$ cat src/rtl/req_grant_pkg.sv
// rtl/req_grant_pkg.sv - shared defaults, lane vector type and popcount helper
package req_grant_pkg;

    localparam int DEF_WIDTH        = 11;
    localparam int DEF_ACTIVE_LANES = 2;
    localparam int DEF_CNT_W        = 8;

    // popcount works on a fixed-width container so any lane count up to 64 fits
    localparam int POP_MAX_W = 64;
    localparam int POP_W     = 7;

    typedef logic [DEF_WIDTH-1:0] lane_vec_t;

    function automatic logic [POP_W-1:0] popcount(input logic [POP_MAX_W-1:0] v);
        logic [POP_W-1:0] n;
        n = '0;
        for (int i = 0; i < POP_MAX_W; i++) begin
            n = n + POP_W'(v[i]);
        end
        return n;
    endfunction

endpackage

$ cat src/rtl/req_grant_lane.sv
// rtl/req_grant_lane.sv - two-stage per-lane shift: accepted -> grant -> done stage
module req_grant_lane (
    input  logic clk,
    input  logic rst_n,
    input  logic i_acc,
    output logic o_grant,
    output logic o_stg2
);

    logic r_grant;
    logic r_stg2;

    always_ff @(posedge clk or negedge rst_n) begin
        if (!rst_n) begin
            r_grant <= 1'b0;
            r_stg2  <= 1'b0;
        end else begin
            r_grant <= i_acc;
            r_stg2  <= r_grant;
        end
    end

    assign o_grant = r_grant;
    assign o_stg2  = r_stg2;

endmodule

$ cat src/rtl/req_grant_responder.sv
// rtl/req_grant_responder.sv - per-lane req/grant/done responder with completion counter
module req_grant_responder
    import req_grant_pkg::*;
#(
    parameter int WIDTH        = DEF_WIDTH,
    parameter int ACTIVE_LANES = DEF_ACTIVE_LANES,
    parameter int CNT_W        = DEF_CNT_W
) (
    input  logic             clk,
    input  logic             rst_n,
    input  logic             act_en,
    input  logic [WIDTH-1:0] req,
    output logic [WIDTH-1:0] grant,
    output logic             done,
    output logic             busy,
    output logic [CNT_W-1:0] resp_cnt,
    input  logic             cnt_clr
);

    localparam int SUM_W = CNT_W + POP_W;

    logic [WIDTH-1:0]     w_acc;
    logic [WIDTH-1:0]     w_grant;
    logic [WIDTH-1:0]     w_stg2;
    logic [POP_MAX_W-1:0] w_stg2_ext;
    logic [POP_W-1:0]     w_pop;
    logic [SUM_W-1:0]     w_sum;
    logic [CNT_W-1:0]     w_cnt_next;
    logic                 r_done;
    logic [CNT_W-1:0]     r_cnt;
    logic                 w_unused_req;

    // Lanes above ACTIVE_LANES keep their shift registers but never see an accept
    for (genvar i = 0; i < WIDTH; i++) begin : g_lane
        if (i < ACTIVE_LANES) begin : g_active
            assign w_acc[i] = act_en & req[i];
        end else begin : g_gated
            assign w_acc[i] = 1'b0;
        end

        req_grant_lane u_lane (
            .clk     (clk),
            .rst_n   (rst_n),
            .i_acc   (w_acc[i]),
            .o_grant (w_grant[i]),
            .o_stg2  (w_stg2[i])
        );
    end

    assign w_unused_req = &{1'b0, req};

    assign w_stg2_ext = POP_MAX_W'(w_stg2);
    assign w_pop      = popcount(w_stg2_ext);
    assign w_sum      = SUM_W'(r_cnt) + SUM_W'(w_pop);

    always_comb begin
        w_cnt_next = r_cnt;
        if (cnt_clr) begin
            w_cnt_next = '0;
        end else if (w_sum > SUM_W'({CNT_W{1'b1}})) begin
            w_cnt_next = {CNT_W{1'b1}};
        end else begin
            w_cnt_next = w_sum[CNT_W-1:0];
        end
    end

    // done mirrors |stg2: one shared strobe however many lanes complete together
    always_ff @(posedge clk or negedge rst_n) begin
        if (!rst_n) begin
            r_done <= 1'b0;
            r_cnt  <= '0;
        end else begin
            r_done <= |w_grant;
            r_cnt  <= w_cnt_next;
        end
    end

    assign grant    = w_grant;
    assign done     = r_done;
    assign busy     = (|w_grant) | (|w_stg2);
    assign resp_cnt = r_cnt;

endmodule

$ cat config.mk
export PLATFORM = sky130hd
export DESIGN_NAME = req_grant_responder
export DESIGN_NICKNAME = d
export VERILOG_FILES = /design/src/rtl/req_grant_pkg.sv /design/src/rtl/req_grant_lane.sv /design/src/rtl/req_grant_responder.sv
export SDC_FILE = /design/constraint.sdc
export NUM_CORES = 1
export LEC_CHECK = 0
export BUFFER_PORTS_ARGS = -buffer_cell sky130_fd_sc_hd__buf_2
export CAP_MARGIN = 25
export CORE_MARGIN = 5
export CORE_UTILIZATION = 40
export DETAILED_ROUTE_END_ITERATION = 7
export GPL_TIMING_DRIVEN = 0
export PLACE_DENSITY = 0.61
export SYNTH_ARGS = -nofsm -noshare
export SYNTH_HDL_FRONTEND = slang
export SYNTH_HIERARCHICAL = 1
export SYNTH_SLANG_ARGS = --single-unit
$ cat constraint.sdc
create_clock -name clk -period 4.1 [get_ports clk]
set_input_delay 1.025 -clock clk [delete_from_list [all_inputs] [get_ports clk]]
set_output_delay 1.025 -clock clk [all_outputs]
set_load 0.005 [all_outputs]
* Word-level counts from Yosys, hierarchy flattened *
Cells that the tools add are included.
W data, S select, Z words.

word-level totals
  flip-flop bits (word level) = 13
  input bits = 15
  output and inout bits = 21
  logic and storage cells = 16

cells by class
  add/sub/neg operators = 2
  order comparisons = 1
  muxes and demuxes = 2
  bitwise operators = 3
  reductions and logical operators = 2

operator list
  operator              count
  $mux W8               2
  $add A8 B2 Y9         1
  $gt A9 B8 Y1 const B  1
  $reduce_or A2 Y1      2
  $add A1 B1 Y2         1
  $and A1 B1 Y1         2
  $or A1 B1 Y1          1

* Logic depth before layout (Yosys ltp) *
Gate-level depths: netlist of run 1.

  word-level depth = 5
  depth in mapped cells = 13
  mapped depth without buffers = 13

* Cells and area by module *
The synthesis of run 1 kept the hierarchy.

by module, submodules not included
  module               times used  cells each  area each (sq um)  seq. area each (sq um)
  req_grant_responder  1           97          908.4              225.2
  req_grant_lane       11          2           50.0               50.0

* Worst setup path before layout of run 1 *
No wires, ideal clock.

  path type = register to register
  start = register r_cnt[0], in the netlist resp_cnt[0]
  end = register r_cnt[6], in the netlist resp_cnt[6]
  arrival = 3.709 ns
  required time = 3.975 ns
  path slack = 0.266 ns
  stages on the path, launching flop included = 14
  period minus slack after synthesis = 3.834 ns
  cell sequence = dfrtp_1 > fa_1 > inv_1 > fa_1 > fa_1 > fa_1 > inv_1 > ha_1 > inv_1 > fa_1 > nand2b_2 > a21oi_4 > o21ai_2 > mux2_4

between the ends
  longest elaborated chain between the ends = 4

RTL lines
  item                    line                       source
  start, declared         req_grant_responder.sv:30  logic [CNT_W-1:0] r_cnt;
  start signal, assigned  req_grant_responder.sv:74  r_cnt <= w_cnt_next;
  $add A8 B2 Y9 (*)       req_grant_responder.sv:54  assign w_sum = SUM_W'(r_cnt) + SUM_W'(w_pop);
  $gt A9 B8 Y1            req_grant_responder.sv:60  end else if (w_sum > SUM_W'({CNT_W{1'b1}})) begin
  $mux W8 (*)             req_grant_responder.sv:60
  $mux W8 (*)             req_grant_responder.sv:58  if (cnt_clr) begin
  via w_cnt_next[6]       req_grant_responder.sv:28  logic [CNT_W-1:0] w_cnt_next;

The timed path passes the listed nets; every way through them passes the cells marked *.

* Worst setup path after layout of run 1 *
Ends and elaborated chain as after synthesis.

==> results of run 1 <==
## layout by cell type (no fill, tap or decap), types with 3 or more instances in the layout
cell type,Yosys,routed
o21ai_0,6,6
a21oi_1,3,3
fa_1,7,6
nand3_1,3,3
buf_2,1,26
dfrtp_1,31,31
conb_1,1,9
inv_1,17,17
nand2_1,3,3
ha_1,10,9
nor4_1,4,4
clkbuf_8,0,6
nor2_1,3,3
## final cells by class
class	count	area, um^2
Fill cell	344	1830
Multi-Input combinational cell	77	651
Sequential cell	31	776
Clock buffer	6	82.6
Inverter	17	63.8
Timing Repair Buffer	26	133
Clock inverter	1	5.00
Buffer	2	8.76
Tap cell	48	60.1
## repair_timing
| item | CTS | global route |
|---|---|---|
| setup buffers | 0 | 1 |
| setup endpoints to repair | 0 | 5 |
| hold endpoints to repair | 0 | 0 |
| resized for setup | 0 | 3 |
## how the worst min path moves through the flow
stage	end	slack [ns]	cells after the start	startpoint
2_1_floorplan	g_lane[1].u_lane/o_stg2	0.40	0	g_lane[1].u_lane/o_grant
3_3_place_gp	g_lane[6].u_lane/o_stg2	0.38	0	g_lane[6].u_lane/o_grant
3_5_place_dp	g_lane[1].u_lane/o_stg2	0.39	0	g_lane[1].u_lane/o_grant
4_1_cts	g_lane[1].u_lane/o_stg2	0.41	0	g_lane[1].u_lane/o_grant
5_1_grt	g_lane[6].u_lane/o_stg2	0.42	0	g_lane[6].u_lane/o_grant
6_report	g_lane[10].u_lane/o_stg2	0.40	0	g_lane[10].u_lane/o_grant
## through the flow
stage	total power [mW]	cell area (um^2)
6_report	1.16	1780
5_1_grt	1.28	1780
4_1_cts	1.14	1760
3_5_place_dp	0.898	1670
3_3_place_gp	0.885	1670
2_1_floorplan	0.779	1490
## registers in the layout, indices dropped and copies added, names as in the netlist
| name | flops |
|---|---|
| resp_cnt | 8 |
| g_lane.u_lane/o_grant | 11 |
| done | 1 |
| g_lane.u_lane/o_stg2 | 11 |
## layer usage
layer,wire [um],vias to the layer above
met5,0,-
met4,55,0
met1,1120,458
met2,1200,23
li1,-,484
met3,177,6
## cells by family after synthesis
kind of cell,after synthesis,synth area share
adders and majority gates,17,0.182
muxes,1,0.0103
DFF,31,0.532
AOI/OAI and AO/OA,24,0.116
xor gates and xnor gates,2,0.0120
other,1,0.00257
buffers and inverters,19,0.0497
and+or+nand+nor,24,0.0961
## cell usage after synthesis (2+ instances only)
cell type,instances
a211oi_1,2
a21oi_1,3
a31oi_1,2
and2_1,2
dfrtp_1,31
fa_1,7
ha_1,10
inv_1,17
nand2_1,3
nand3_1,3
nor2_1,3
nor3_1,2
nor4_1,4
o211ai_1,2
o21ai_0,6
o21ai_2,2
## where the power goes
| group | internal [mW] | total [mW] | switching, mW |
|---|---|---|---|
| combinational | 0.245 | 0.554 | 0.309 |
| sequential | 0.343 | 0.366 | 0.0229 |
| clock | 0.131 | 0.238 | 0.107 |
==> reports/results.tsv, run 1 <==
stage	metric	value	unit
logic_synthesis	ys_seq_area_frac	0.532	
sta	slew_viol_final	0	
sta	worst_slack	0.186	ns
clock_network	clkTransAtPathRegs	0.06	ns
placement	place_congestion	0.825	
sta	fmax	0.256	GHz
placement	dp_cells	200	
worst_setup_path	start_kind	flip-flop	
final_layout	nets	192	
final_layout	instances_no_fill	208	
sta	fin_skew	0.00517	ns
logic_synthesis	netlist_area	1460	um^2
logic_synthesis	netlist_top_cells_area	dfrtp_1 53%, fa_1 9.6%, ha_1 8.6%, inv_1 4.4%, o21ai_0 2.1%	
worst_setup_path	slowest_stage	fa_1	
worst_setup_path	crit_end	resp_cnt[6]	
logic_synthesis	avgSynthCellArea	12.3	um^2
global_route	grt_overflow_total	0	
global_route	antenna_found_initial	0	
floorplanning	fp.dieW	70.4	um
placement	io_buffers	25	
routing	drt_iter0_markers	35	
logic_synthesis	synth_cells	119	
routing	route.detailed.drc	0	
logic_synthesis	synth_top_area_cell	dfrtp_1	
clock_network	htreeDepth	2	
sta	fin_crit	3.91	ns
worst_setup_path	crit_type	flip-flop to flip-flop	
global_route	gr-usage-met1	0.151	
clock_network	cts_root_buffer	clkbuf_8	
worst_setup_path	r2r_end	resp_cnt[6]	
final_layout	antennaDiodeCount	0	
global_route	gr-usage-met2	0.175	
worst_setup_path	cp_common_cell	fa_1	
clock_network	clock_sinks	31	
routing	routed_via_density	4.67	
floorplanning	coreArea	3610	um^2
global_route	grt_pass1_vias	1018	
final_layout	area_growth	22.0	%
clock_network	cts_buffers	5	
power	peakVddDrop	0.221	mV
floorplanning	core.rowCount	22	
routing	wl	2.55	mm
logic_synthesis	synthArstFlopShare	1.00	
clock_network	clockBufferDepth	2	
global_route	grt_pass1_wl	4.62	mm
worst_setup_path	r2r-start	resp_cnt[0]	
logic_synthesis	ys_types	36	
logic_synthesis	yosys_warnings	6	
logic_synthesis	synth_ff_type	dfrtp_1	
sta	max_slew.worst_pin.slew	0.665	ns
power	power_density	651	nW/um^2
sta	min_period_over_period	0.955	
worst_setup_path	crit_arrival	4.08	ns
sta	hold_slack	0.398	ns
floorplanning	initial_core_util	0.405	
run_status	status	finished, final reports clean	
sta	max_slew_margin	0.557	
run	maxCapViolCount	0	
worst_setup_path	reg2reg_slack	0.19	ns
clock_network	clkLatencyLatePin	0.28	ns
routing	via_count	971	
routing	final_antenna_net_count	0	
sta	rsz0062_at_grt	no	
worst_setup_path	startpoint	resp_cnt[0]	
final_layout	drive_above_1_share	0.269	
worst_hold_path	min_path_type	flip-flop to flip-flop	
logic_synthesis	ys_ff_latch	31	
floorplanning	io_pins	36	
global_route	grtUsageMet3	0.0604	
worst_setup_path	cp.depth	13	
clock_network	cts_tree	yes	
floorplanning	dieHeight	70.4	um
placement	pre_cts_ws	0.102	ns
worst_setup_path	cp_cell_sequence	fa_1 -> inv_1 -> fa_1 -> fa_1 -> fa_1 -> inv_1 -> ha_2 -> inv_1 -> fa_2 -> nand2b_4 -> a21oi_4 -> o21ai_2 -> mux2_4	
routing	wl_per_cell	12.3	um
worst_setup_path	worstPathRequired	4.27	ns
global_route	track_usage	0.122	
sta	hold_viol	0	
global_route	grt_max_degree	32	
sta	setup_violations	0	
worst_setup_path	cp-end-kind	flip-flop	
power	power_leakage	0.880	nW
logic_synthesis	synth_edf_count	0	
worst_setup_path	path_max_fanout	4	
logic_synthesis	synth_top_area_share	0.532	
routing	first_pass_iters	4	
worst_setup_path	cp_top_family	adder cells	
worst_setup_path	crit_buf_inv	3	
global_route	busiest_layer	met2	
clock_network	ctsHoldBuffers	0	
placement	hpwl	1.94	mm
sta	fin_setup_tns	0	ns
worst_setup_path	ff2ff_path_depth	13	
final_layout	utilization	0.493	
worst_setup_path	cpPeakStageDelay	0.54	ns
floorplanning	dieArea	4950	um^2
Power figures use the tool's default switching activity.
==> run 2: changes to the inputs <==
--- a/config.mk
+++ b/config.mk
@@ -5,13 +5,13 @@
 export SDC_FILE = /design/constraint.sdc
 export NUM_CORES = 1
 export LEC_CHECK = 0
-export BUFFER_PORTS_ARGS = -buffer_cell sky130_fd_sc_hd__buf_2
 export CAP_MARGIN = 25
 export CORE_MARGIN = 5
 export CORE_UTILIZATION = 40
 export DETAILED_ROUTE_END_ITERATION = 7
+export DONT_BUFFER_PORTS = 1
 export GPL_TIMING_DRIVEN = 0
-export PLACE_DENSITY = 0.61
+export PLACE_DENSITY = 0.52
 export SYNTH_ARGS = -nofsm -noshare
 export SYNTH_HDL_FRONTEND = slang
 export SYNTH_HIERARCHICAL = 1
==> run 2 against run 1 <==
Compared with the run above: sequential cell count did not move; highest routed layer unchanged; setup slack lost 0.018 ns; count of clock-buffer cells in the layout stayed put; clock skew shrank 0.0011 ns; sequential power increased by 2%; global-route usage is 0.43 points lower; combinational power decreased by 5.1%; routed wire length increased by 0.20%; cell area decreased by 6.0%.
==> reports/results.tsv, run 2 (synthesized netlist as in run 1, its figures left out) <==
stage	metric	value	unit
floorplanning	core.rowCount	22	
routing	wl	2.56	mm
worst_setup_path	crit_arrival	4.09	ns
worst_setup_path	crit_buf_inv	3	
clock_network	cts-resized-gates	0	
floorplanning	dieArea	4950	um^2
sta	fin_skew	0.00402	ns
power	power_density	705	nW/um^2
floorplanning	initial_core_util	0.405	
worst_setup_path	path_max_fanout	4	
global_route	track_usage	0.117	
final_layout	antennaDiodeCount	0	
placement	pre_cts_ws	0.0663	ns
clock_network	ctsHoldBuffers	0	
clock_network	clock_sinks	31	
sta	hold_viol	0	
power	peakVddDrop	0.275	mV
placement	hpwl	1.96	mm
worst_setup_path	cp_top_family	adder cells	
final_layout	final_cell_area	1670	um^2
clock_network	clkLatencyLatePin	0.27	ns
power	p_int	0.750	mW
run	maxCapViolCount	0	
routing	wl_per_cell	14.1	um
final_layout	final_common_cell	dfrtp_1	
clock_network	cts_root_buffer	clkbuf_8	
floorplanning	coreArea	3610	um^2
routing	route.detailed.drc	0	
final_layout	nets	166	
power	combPwrFrac	0.446	
sta	min_period_over_period	0.959	
final_layout	nFillCells	347	
run_status	status	finished, final reports clean	
worst_setup_path	crit_type	flip-flop to flip-flop	
worst_setup_path	cp_cell_sequence	fa_1 -> inv_1 -> fa_1 -> fa_1 -> fa_1 -> inv_1 -> ha_4 -> inv_1 -> fa_2 -> nand2b_4 -> a21oi_4 -> o21ai_2 -> mux2_4	
floorplanning	io_pins	36	
clock_network	htreeDepth	2	
global_route	grt_overflow_total	0	
worst_setup_path	cpPeakStageDelay	0.55	ns
worst_hold_path	min_path_type	primary input to async pin	
sta	setup_violations	0	
worst_setup_path	start_kind	flip-flop	
sta	worst_slack	0.168	ns
clock_network	cts_tree	yes	
routing	routed_via_density	4.90	
final_layout	utilization	0.464	
worst_setup_path	cp_common_cell	fa_1	
worst_setup_path	cp-end-kind	flip-flop	
routing	first_pass_iters	4	
final_layout	area_growth	14.6	%
power	clkPwrFrac	0.235	
clock_network	cts_buffers	5	
clock_network	clkTransAtPathRegs	0.06	ns
final_layout	drive_above_1_share	0.119	
power	switchingPower	0.429	mW
sta	fmax	0.254	GHz
routing	via_count	892	
global_route	grt_pass1_wl	4.42	mm
worst_setup_path	slowest_stage	fa_1	
placement	postPlaceCellArea	1550	um^2
power	switching_share	0.364	
global_route	grt_max_degree	32	
clock_network	clockBufferDepth	2	
floorplanning	dieHeight	70.4	um
sta	slew_viol_final	0	
sta	fin_crit	3.93	ns
placement	io_buffers	0	
routing	drt_iter0_markers	19	
power	power_leakage	0.774	nW
final_layout	layout_common_cells	31 x dfrtp_1, 17 x inv_1, 9 x ha_1, 9 x conb_1	
global_route	grt_pass1_vias	948	
floorplanning	fp.dieW	70.4	um
routing	final_antenna_net_count	0	
power	p_total	1.18	mW
worst_setup_path	worstPathRequired	4.26	ns
placement	place_congestion	0.782	
clock_network	cts_setup_buffers	0	
global_route	antenna_found_initial	0	
power	seqPwrFrac	0.318	
[run 2: cell types whose count changed in the layout (fill, tap and decap cells not counted)]
cell,before,now
clkinv_2,1,0
clkbuf_1,0,1
clkbuf_8,6,5
buf_2,26,1
ha_2,1,0
buf_4,1,0
bufinv_16,0,1
ha_4,0,1
[run 2: area by class of cell]
cell class / count / area (um^2) / share of cell area
multi-input combinational: 77 / 661 / 0.395
tap: 48 / 60.1 / 0.0359
inverter: 17 / 63.8 / 0.0382
sequential: 31 / 776 / 0.464
clock buffer: 6 / 72.6 / 0.0434
clock inverter: 1 / 30.0 / 0.0180
buffer: 2 / 8.76 / 0.00524
[run 2: path summary, 6_finish.rpt]
path / startpoint / to / slack (ns) / cells past startpoint
worst max-delay path: resp_cnt[0] / resp_cnt[6] / 0.17 / 13
worst min-delay path: rst_n / resp_cnt[4] / 0.44 / 0
worst max register to register: resp_cnt[0] / resp_cnt[6] / 0.17 / 13
worst min register to register: g_lane[6].u_lane/o_grant / g_lane[6].u_lane/o_stg2 / 0.44 / 0
max in group asynchronous: rst_n / g_lane[3].u_lane/o_grant / 3.57 / 0
min in group clk: g_lane[6].u_lane/o_grant / g_lane[6].u_lane/o_stg2 / 0.44 / 0
[run 2: power by group through the flow]
| stage | Sequential [mW] | Combinational [mW] | Clock, mW |
|---|---|---|---|
| finish | 0.375 | 0.526 | 0.278 |
| global route | 0.382 | 0.621 | 0.301 |
| CTS | 0.377 | 0.492 | 0.289 |
| detailed placement | 0.383 | 0.484 | 0 |
| global placement | 0.381 | 0.485 | 0 |
| floorplan | 0.374 | 0.406 | 0 |
[run 2: routing by layer]
| metal | GRT usage | vias to the layer above | part of all wire |
|---|---|---|---|
| met2 | 0.166 | 28 | 0.43 |
| met3 | 0.0676 | 5 | 0.10 |
| met4 | 0.0574 | 0 | 0.018 |
| met1 | 0.141 | 430 | 0.45 |
| li1 | - | 429 | - |
| met5 | 0 | - | 0 |
[run 2: stage by stage]
step	setup TNS (ns)	hold WS (ns)	cells
4_1_cts	0	0.428	182
5_1_grt	-0.00606	0.419	182
2_1_floorplan	0	0.396	127
3_5_place_dp	0	0.422	175
3_3_place_gp	0	0.425	175
6_report	0	0.437	182
